--- src/rtl/bomb_game_pkg.sv ---
// Shared game constants and state encodings (also used by the LED/SSD logic).
package bomb_game_pkg;

  localparam int unsigned POS_W       = 10;
  localparam int unsigned SCORE_W     = 4;
  localparam int unsigned CALC_W      = 11;
  localparam int unsigned LFSR_W      = 16;
  localparam int unsigned SCREEN_W    = 640;
  localparam int unsigned SCREEN_H    = 480;
  localparam int unsigned PLACE_X_OFF = 64;
  localparam int unsigned PLACE_Y_OFF = 48;

  typedef enum logic [1:0] {
    QI      = 2'b00,
    QGAME_1 = 2'b01,
    QGAME_2 = 2'b10,
    QDONE   = 2'b11
  } game_state_t;

endpackage

--- src/rtl/lfsr16.sv ---
// Free-running 16-bit Fibonacci LFSR, taps 16/14/13/11.
module lfsr16 #(
  parameter logic [15:0] SEED = 16'hACE1
) (
  input  logic        clk,
  input  logic        reset_n,
  output logic [15:0] q
);

  logic feedback;

  // Feedback from taps 16, 14, 13, 11 (bits 15, 13, 12, 10)
  always_comb begin
    feedback = q[15] ^ q[13] ^ q[12] ^ q[10];
  end

  // Shift every clock so placement depends on when the player acts
  always_ff @(posedge clk or negedge reset_n) begin
    if (!reset_n) begin
      q <= SEED;
    end else begin
      q <= {q[14:0], feedback};
    end
  end

endmodule

--- src/rtl/bomb_game_ctrl.sv ---
// Game FSM: turns, scoring, bomb placement and hit detection.
module bomb_game_ctrl
  import bomb_game_pkg::*;
#(
  parameter int unsigned BOMB_RAD    = 15,
  parameter int unsigned HIT_DIST    = 25,
  parameter int unsigned WIN_SCORE   = 10,
  parameter int unsigned ROUND_TICKS = 600,
  parameter logic [15:0] LFSR_SEED   = 16'hACE1
) (
  input  logic               clk,
  input  logic               reset_n,
  input  logic               tick,
  input  logic               start,
  input  logic [POS_W-1:0]   pos_x,
  input  logic [POS_W-1:0]   pos_y,
  output logic [1:0]         state,
  output logic [POS_W-1:0]   bomb_x,
  output logic [POS_W-1:0]   bomb_y,
  output logic [POS_W-1:0]   bomb_rad,
  output logic               bomb_visible,
  output logic [SCORE_W-1:0] p1_score,
  output logic [SCORE_W-1:0] p2_score,
  output logic               hit
);

  localparam int unsigned TIMER_W = $clog2(ROUND_TICKS + 1);

  game_state_t         state_q, state_d;
  logic [TIMER_W-1:0]  timer_q, timer_d;
  logic [SCORE_W-1:0]  p1_d, p2_d, active_score, active_inc;
  logic [POS_W-1:0]    bomb_x_d, bomb_y_d;
  logic                hit_d, visible_d;
  logic [LFSR_W-1:0]   lfsr_q;
  logic [CALC_W-1:0]   place_x, place_y;
  logic [CALC_W-1:0]   dx, dy, adx, ady;
  logic                hit_c;

  lfsr16 #(.SEED(LFSR_SEED)) u_lfsr (
    .clk     (clk),
    .reset_n (reset_n),
    .q       (lfsr_q)
  );

  // Candidate bomb position from the current LFSR value
  always_comb begin
    place_x = CALC_W'(PLACE_X_OFF) + CALC_W'(lfsr_q[8:0]);
    place_y = CALC_W'(PLACE_Y_OFF) + CALC_W'(lfsr_q[15:8]) + CALC_W'(lfsr_q[15:9]);
  end

  // Inclusive per-axis hit window on 11-bit signed differences
  always_comb begin
    dx    = CALC_W'(pos_x) - CALC_W'(bomb_x);
    dy    = CALC_W'(pos_y) - CALC_W'(bomb_y);
    adx   = dx[CALC_W-1] ? CALC_W'(~dx + CALC_W'(1)) : dx;
    ady   = dy[CALC_W-1] ? CALC_W'(~dy + CALC_W'(1)) : dy;
    hit_c = (adx <= CALC_W'(HIT_DIST)) && (ady <= CALC_W'(HIT_DIST));
  end

  // Saturating increment of the active player's score
  always_comb begin
    active_score = (state_q == QGAME_2) ? p2_score : p1_score;
    active_inc   = (active_score >= SCORE_W'(WIN_SCORE)) ? active_score
                                                         : active_score + SCORE_W'(1);
  end

  // Next-state and next-output logic; everything but the LFSR holds without tick
  always_comb begin
    state_d   = state_q;
    timer_d   = timer_q;
    p1_d      = p1_score;
    p2_d      = p2_score;
    bomb_x_d  = bomb_x;
    bomb_y_d  = bomb_y;
    hit_d     = 1'b0;
    if (tick) begin
      case (state_q)
        QI: begin
          if (start) begin
            state_d  = QGAME_1;
            p1_d     = '0;
            p2_d     = '0;
            timer_d  = TIMER_W'(ROUND_TICKS);
            bomb_x_d = POS_W'(place_x);
            bomb_y_d = POS_W'(place_y);
          end
        end
        QGAME_1, QGAME_2: begin
          if (!start) begin
            state_d = QI;
          end else if (hit_c) begin
            hit_d = 1'b1;
            if (state_q == QGAME_1) p1_d = active_inc;
            else                    p2_d = active_inc;
            if (active_inc == SCORE_W'(WIN_SCORE)) begin
              state_d = QDONE;
            end else begin
              timer_d  = TIMER_W'(ROUND_TICKS);
              bomb_x_d = POS_W'(place_x);
              bomb_y_d = POS_W'(place_y);
            end
          end else if (timer_q == TIMER_W'(1)) begin
            state_d  = (state_q == QGAME_1) ? QGAME_2 : QGAME_1;
            timer_d  = TIMER_W'(ROUND_TICKS);
            bomb_x_d = POS_W'(place_x);
            bomb_y_d = POS_W'(place_y);
          end else begin
            timer_d = timer_q - TIMER_W'(1);
          end
        end
        QDONE: begin
          if (!start) state_d = QI;
        end
        default: state_d = QI;
      endcase
    end
    visible_d = (state_d == QGAME_1) || (state_d == QGAME_2);
  end

  // Game registers
  always_ff @(posedge clk or negedge reset_n) begin
    if (!reset_n) begin
      state_q      <= QI;
      timer_q      <= TIMER_W'(ROUND_TICKS);
      p1_score     <= '0;
      p2_score     <= '0;
      bomb_x       <= POS_W'(SCREEN_W / 2);
      bomb_y       <= POS_W'(SCREEN_H / 2);
      hit          <= 1'b0;
      bomb_visible <= 1'b0;
    end else begin
      state_q      <= state_d;
      timer_q      <= timer_d;
      p1_score     <= p1_d;
      p2_score     <= p2_d;
      bomb_x       <= bomb_x_d;
      bomb_y       <= bomb_y_d;
      hit          <= hit_d;
      bomb_visible <= visible_d;
    end
  end

  assign state    = state_q;
  assign bomb_rad = POS_W'(BOMB_RAD);

endmodule
--- config.mk ---
export PLATFORM = sky130hd
export DESIGN_NAME = bomb_game_ctrl
export DESIGN_NICKNAME = d
export VERILOG_FILES = /design/src/rtl/bomb_game_pkg.sv /design/src/rtl/lfsr16.sv /design/src/rtl/bomb_game_ctrl.sv
export SDC_FILE = /design/constraint.sdc
export NUM_CORES = 1
export LEC_CHECK = 0
export ABC_AREA = 1
export BUFFER_PORTS_ARGS = -buffer_cell sky130_fd_sc_hd__buf_2
export CAP_MARGIN = 25
export CORE_MARGIN = 2
export CORE_UTILIZATION = 50
export CTS_CLUSTER_DIAMETER = 40
export DETAILED_ROUTE_END_ITERATION = 8
export PLACE_DENSITY = 0.78
export SKIP_CTS_REPAIR_TIMING = 1
export SLEW_MARGIN = 5
export SYNTH_ARGS = -nofsm -noshare
export SYNTH_HDL_FRONTEND = slang
export SYNTH_SLANG_ARGS = --single-unit
--- constraint.sdc ---
create_clock -name clk -period 3.6 [get_ports clk]
set_input_delay 0.18 -clock clk [delete_from_list [all_inputs] [get_ports clk]]
set_output_delay 0.18 -clock clk [all_outputs]
set_load 0.005 [all_outputs]
## Word level (Yosys, flattened, before mapping)

Index checks and enable logic that the tools add are counted.

| operators by class | value |
|---|---|
| $add $sub $neg | 9 |
| eq/ne operators | 14 |
| magnitude comparators | 3 |
| reduce and logical (&&, ||, !) cells | 9 |
| bitwise operators | 5 |
| muxes and demuxes | 44 |

Operators with widths:

| cell | count |
|---|---|
| $mux W10 | 15 |
| $pmux W10 S2 | 3 |
| $mux W4 | 9 |
| $add A11 B1 Y11 const B | 2 |
| $le A11 B5 Y1 const B | 2 |
| $mux W11 | 2 |
| $not A11 Y11 | 2 |
| $sub A10 B10 Y11 | 2 |
| $reduce_and A6 Y1 | 3 |
| $mux W2 | 8 |
| $pmux W4 S2 | 2 |
| $add A7 B9 Y10 const A | 1 |
| $add A9 B7 Y10 | 1 |
| $eq A10 B1 Y1 const B | 1 |
| $ne A2 B2 Y1 const B | 5 |
| $sub A10 B1 Y10 const B | 1 |
| $add A6 B8 Y9 const A | 1 |
| $eq A2 B2 Y1 const B | 3 |
| $ne A3 B3 Y1 const B | 2 |
| $pmux W2 S3 | 1 |
| $reduce_and A5 Y1 | 1 |
| $add A4 B1 Y4 const B | 1 |
| $eq A2 B1 Y1 const B | 2 |
| $eq A4 B4 Y1 const B | 1 |
| other kinds (8) | 13 |

| word-level totals | value |
|---|---|
| register bits | 58 |
| input port bits | 24 |
| output and inout bits | 42 |
| word-level logic and storage cells | 93 |

## Longest topological paths before layout

| depth | value |
|---|---|
| depth in word-level cells | 12 |
| mapped depth | 27 |
| mapped depth without buffers | 27 |

## Hierarchy

Synthesis repeated with hierarchy kept, for this count alone.

| second synthesis, totals | value |
|---|---|
| cells, all modules | 715 |
| area, all modules | 4971.0 um2 |

Modules (own cells, without submodules):

| module | area each (um2) | cells an instance | seq. area each (um2) | instances |
|---|---|---|---|---|
| bomb_game_ctrl | 4489.3 | 682 | 1038.5 | 1 |
| lfsr16 | 481.7 | 33 | 410.4 | 1 |

## Least setup slack after synthesis

No wires, ideal clock.

| path | value |
|---|---|
| kind | register -> register |
| from | register state_q[0] (netlist: state[0]) |
| to | register bomb_x[1] |
| required time | 3.477 ns |
| clock period less this slack | 2.907 ns |
| library setup time | 0.123 ns |
| stages on the path, launching flop included | 18 |
| slack | 0.693 ns |
| path buffers | 1 |
| arrival time | 2.785 ns |
| cell sequence | dfrtp_1 -> inv_1 -> ha_1 -> inv_2 -> or2_2 -> o21ai_0 -> ha_1 -> or2_2 -> o21ai_4 -> xor2_1 -> nand2_1 -> nor3b_2 -> nand4_1 -> nand2_2 -> nor2_8 -> buf_6 -> nand2_1 -> o21ai_1 |

| between the ends | value |
|---|---|
| longest elaborated chain between the ends | 7 |
| elaborated cells between the ends (all ways) | 16 |
| classes of those cells | 1 x add/sub; 1 x order compare; 7 x eq/ne; 3 x mux; 4 x reduce/logical |

RTL lines:

| item | RTL line | source |
|---|---|---|
| start: declaration | bomb_game_ctrl.sv:29 | `game_state_t state_q, state_d;` |
| start signal: assignment | bomb_game_ctrl.sv:132 | `state_q <= state_d;` |
| $eq A2 B2 Y1 | bomb_game_ctrl.sv:62, bomb_game_ctrl.sv:77 |  |
| $mux W4 | bomb_game_ctrl.sv:62 | `active_score = (state_q == QGAME_2) ? p2_score : p1_score;` |
| $add A4 B1 Y4 or $ge A4 B4 Y1 (tied branches) | bomb_game_ctrl.sv:64, bomb_game_ctrl.sv:63 |  |
| $mux W4 | bomb_game_ctrl.sv:63 | `active_inc = (active_score >= SCORE_W'(WIN_SCORE)) ? active_score` |
| $eq A4 B4 Y1 | bomb_game_ctrl.sv:95 | `if (active_inc == SCORE_W'(WIN_SCORE)) begin` |
| $ne A3 B3 Y1 (no source line) | n/a |  |
| $reduce_and A6 Y1 (no source line) | n/a |  |
| end signal: assignment | bomb_game_ctrl.sv:127 | `bomb_x <= POS_W'(SCREEN_W / 2);` |
| end signal: assignment | bomb_game_ctrl.sv:136 | `bomb_x <= bomb_x_d;` |
| end: declaration | bomb_game_ctrl.sv:18 | `output logic [POS_W-1:0] bomb_x,` |

Parallel ways exist; a longest one is shown, timed or not.
A chain may end at the register's enable or synchronous reset.

## Final worst setup path

| path | value |
|---|---|
| from | register bomb_y[0] |
| to | register bomb_y[5] |

| between the ends | value |
|---|---|
| longest elaborated chain between the ends | 9 |
| elaborated cells between the ends (all ways) | 12 |
| classes of those cells | 2 x add/sub; 1 x order compare; 2 x eq/ne; 4 x mux; 1 x bitwise; 2 x reduce/logical |

RTL lines:

| item | RTL line | source |
|---|---|---|
| start: declaration | bomb_game_ctrl.sv:19 | `output logic [POS_W-1:0] bomb_y,` |
| start signal: assignment | bomb_game_ctrl.sv:128 | `bomb_y <= POS_W'(SCREEN_H / 2);` |
| start signal: assignment | bomb_game_ctrl.sv:137 | `bomb_y <= bomb_y_d;` |
| $sub A10 B10 Y11 (*) | bomb_game_ctrl.sv:54 | `dy = CALC_W'(pos_y) - CALC_W'(bomb_y);` |
| $not A11 Y11 | bomb_game_ctrl.sv:56 | `ady = dy[CALC_W-1] ? CALC_W'(~dy + CALC_W'(1)) : dy;` |
| $add A11 B1 Y11 | bomb_game_ctrl.sv:56 |  |
| $mux W11 (*) | bomb_game_ctrl.sv:56 |  |
| $le A11 B5 Y1 (*) | bomb_game_ctrl.sv:57 | `hit_c = (adx <= CALC_W'(HIT_DIST)) && (ady <= CALC_W'(HIT_DIST));` |
| $logic_and A1 B1 Y1 (*) | bomb_game_ctrl.sv:57 |  |
| $mux W10 | bomb_game_ctrl.sv:91 | `end else if (hit_c) begin` |
| $mux W10 | bomb_game_ctrl.sv:89 | `if (!start) begin` |
| $pmux W10 S2 | bomb_game_ctrl.sv:77 | `case (state_q)` |

Every way passes the cells marked *; elsewhere a longest branch is shown, timed or not. The select of a mux whose other input is x is not followed.

==> flow_metrics.tcl <==
set metrics [dict create \
    slew_headroom 0.562 \
    vdd_drop_max_mv 0.440 \
    comb_power_share 0.481 \
    p_total_mw 2.95 \
    first_pass_iters 5 \
    synthDistinctLibCells 40 \
    outcome "complete, no violations" \
    drt_iter0_drc 216 \
    fin_setup_tns_ns 0 \
    syn_to_final_growth_pct 13.9 \
    reg2reg_from "bomb_y[0]$_DFFE_PN0P_" \
    p_per_area_nw_per_um2 545 \
    clockBufferDepth 2 \
    drc 0 \
    grt_pass1_wl_um 17800 \
    crit_required_ns 3.87 \
    port_buffers 54 \
    htreeDepth 3 \
    min_period_ns 3.36 \
    worstMarginPinSlew_ns 0.657 \
    numCtsBuffers 9 \
    ioPinCount 66 \
    final.period_utilization 0.933 \
    synth_top_cell_by_area "dfrtp_1" \
    initial_core_util 0.515 \
    seq_area_sq_um 1450 \
    synth_top_cell_area_share 0.205 \
    die_x_um 102 \
    seq_power_share 0.300 \
    reg2reg_to "bomb_y[5]$_DFFE_PN1P_" \
    fin_nets 830 \
    crit_type "reg2reg" \
    cts-root-buf "clkbuf_8" \
    path_clk_slew_ns 0.07 \
    clk_latency_ns 0.34 \
    fin_ws_ns 0.240 \
    place_ws_ns 0.0549 \
    routed_wl_um 10700 \
    clkPwrFrac 0.219 \
    dieHeight_um 102 \
    dpl.hpwl_um 8530 \
    cp-end-kind "flip-flop" \
    p_int_mw 1.69 \
    fin_skew_ns 0.00816 \
    max_cap_viol_count 0 \
    drive_gt1_frac 0.171 \
    p_leak_nw 3.05 \
    slew_violations 0 \
    grt_max_degree 30 \
    power_switching_mw 1.26 \
    crit_arrival_ns 3.63 \
    diodes 0 \
    grt_pass1_vias 4120 \
    ant_nets 0 \
    hold_violations 0 \
    grt_remaining_overflow 0 \
    endpoint "bomb_y[5]$_DFFE_PN1P_" \
    wl_per_cell_um 11.9 \
    multi_input_comb_area_sq_um 2780 \
    utilization 0.586 \
    synth_cells 690 \
    crit_start "bomb_y[0]$_DFFE_PN0P_" \
    coreArea_sq_um 9240 \
    critPathMaxFanout 7 \
    syn_area_per_cell_sq_um 6.90 \
    grtUsageTotal 0.214 \
    gp_congestion 0.892 \
    die_area_sq_um 10300 \
    finalSetupViolations 0 \
    seq_area_frac_synth 0.304 \
    r2r_setup_slack_ns 0.24 \
    ys_ff_latch 57 \
    rows 35 \
    hold_path_class "in2reg" \
    fillCellCount 876 \
    numClockSinks 57 \
    fmax_mhz 298 \
    netlist_area_sq_um 4760 \
    worstSetupStartpointType "flip-flop" \
    antenna_found_initial 0 \
    ys_warn_count 0 \
    switching_share 0.426 \
    rr_worst_depth 22 \
    tritoncts "built" \
    routed-via-count 4435 \
    yosys-top-cells-area "dfrtp_1 (21%), nand2_1 (16%), ha_1 (12%), dfstp_2 (9.9%), inv_1 (9.0%)" \
    post_drt_via_cell_ratio 4.97 \
]
through the flow:
stage | hold slack, ns | cells | area (sq um)
floorplan | -0.116 | 699 | 4790
global placement | 0.240 | 869 | 5110
detailed placement | 0.244 | 869 | 5110
CTS | -0.116 | 885 | 5330
global route | 0.117 | 893 | 5420
finish | 0.135 | 893 | 5420
sequential cells by signal, summed over array words and instances, names as in the netlist:
register	flops
bomb_visible	1
bomb_x	10
bomb_y	9
hit	1
p1_score	4
p2_score	4
state	2
timer_q	10
u_lfsr.q	16
critical path, cell delays in order (launching register included):
cell,delay [ns]
dfrtp_1,0.42
ha_1,0.20
inv_1,0.08
fa_1,0.41
inv_1,0.09
ha_1,0.17
inv_1,0.04
nor2_1,0.13
nand2_1,0.11
nor2_2,0.16
nand2_1,0.10
nand3b_1,0.10
nand2_1,0.07
nor2_1,0.11
nand3_1,0.13
nor2_4,0.16
nand2_2,0.11
nand2_2,0.13
nor2_4,0.08
nor2_8,0.16
buf_4,0.17
nand3b_1,0.07
o21ai_1,0.07
routing by layer:
| metal | part of all wire | GRT usage | up-vias |
|---|---|---|---|
| li1 | - | - | 2288 |
| met3 | 0.036 | 0.0338 | 21 |
| met1 | 0.45 | 0.263 | 2030 |
| met2 | 0.50 | 0.379 | 96 |
| met5 | 0 | 0 | - |
| met4 | 0.019 | 0.0780 | 0 |
logic make-up after synthesis:
family                     synth area share
AOI/OAI and AO/OA                    0.0831
xor gates and xnor gates             0.0184
adders and majority gates             0.128
buffers and inverters                 0.125
DFF                                   0.304
other                               0.00158
and+or+nand+nor                       0.339
layout by cell type (no fill, tap or decap), types with 3 or more instances in the layout:
cell,count
dfrtp_1,38
a21oi_1,16
nand2_2,7
xor2_1,8
inv_1,114
nand4_1,7
o21ai_1,17
nor2_1,60
clkbuf_8,9
buf_4,8
nand3_1,60
o21ai_0,18
nor2_4,3
conb_1,11
nand2_1,204
fa_1,3
nor3_1,6
o21bai_1,4
inv_2,6
nand3b_1,9
buf_2,54
nor2_2,4
ha_1,44
dfstp_2,18
how the worst min path moves through the flow:
stage | start | to | slack [ns] | cells after the start
floorplan | reset_n | bomb_visible$_DFF_PN0_ | -0.12 | 0
CTS | reset_n | bomb_y[0]$_DFFE_PN0P_ | -0.12 | 1
global route | tick | hit$_DFF_PN0_ | 0.12 | 3
detailed placement | reset_n | u_lfsr.q[14]$_DFF_PN0_ | 0.24 | 1
global placement | reset_n | u_lfsr.q[14]$_DFF_PN0_ | 0.24 | 1
finish | tick | hit$_DFF_PN0_ | 0.13 | 3
synth_stat cells:
library cell / number
a21oi_4: 1
o31ai_1: 2
fa_1: 3
buf_4: 11
a21boi_1: 1
xnor2_1: 2
o21ai_1: 18
xor2_1: 8
or2_2: 2
o21ai_0: 18
or2_0: 1
inv_1: 114
nand3_2: 2
clkinv_1: 1
nand3b_1: 9
ha_1: 44
a21oi_2: 2
a21oi_1: 16
o21bai_1: 4
nor2_4: 1
o21ai_4: 1
nor2_8: 1
buf_6: 5
dfrtp_1: 39
conb_1: 2
dfstp_2: 18
or2_1: 1
and2_1: 2
nor3_1: 6
nand2_1: 204
nand4_1: 7
o21a_1: 2
inv_2: 6
nand3_1: 60
a21boi_2: 1
nor2_2: 5
a31oi_1: 1
nor2_1: 60
nand2_2: 8
nor3b_2: 1
cell type report:
class                   instances  area share
clock buffers                   9      0.0229
clock inverters                 7      0.0173
inverters                     121      0.0838
multi-input cells             506       0.514
flip-flops and latches         57       0.268
well taps                     129      0.0298
repair buffers                 64      0.0649
power by group through the flow:
stage / Combinational, mW / Clock [mW] / Sequential, mW
finish: 1.42 / 0.647 / 0.885
global route: 1.62 / 0.690 / 0.901
CTS: 1.38 / 0.659 / 0.882
detailed placement: 1.37 / 0 / 0.892
global placement: 1.32 / 0 / 0.887
floorplan: 1.04 / 0 / 0.885
Power figures use the tool's default switching activity.
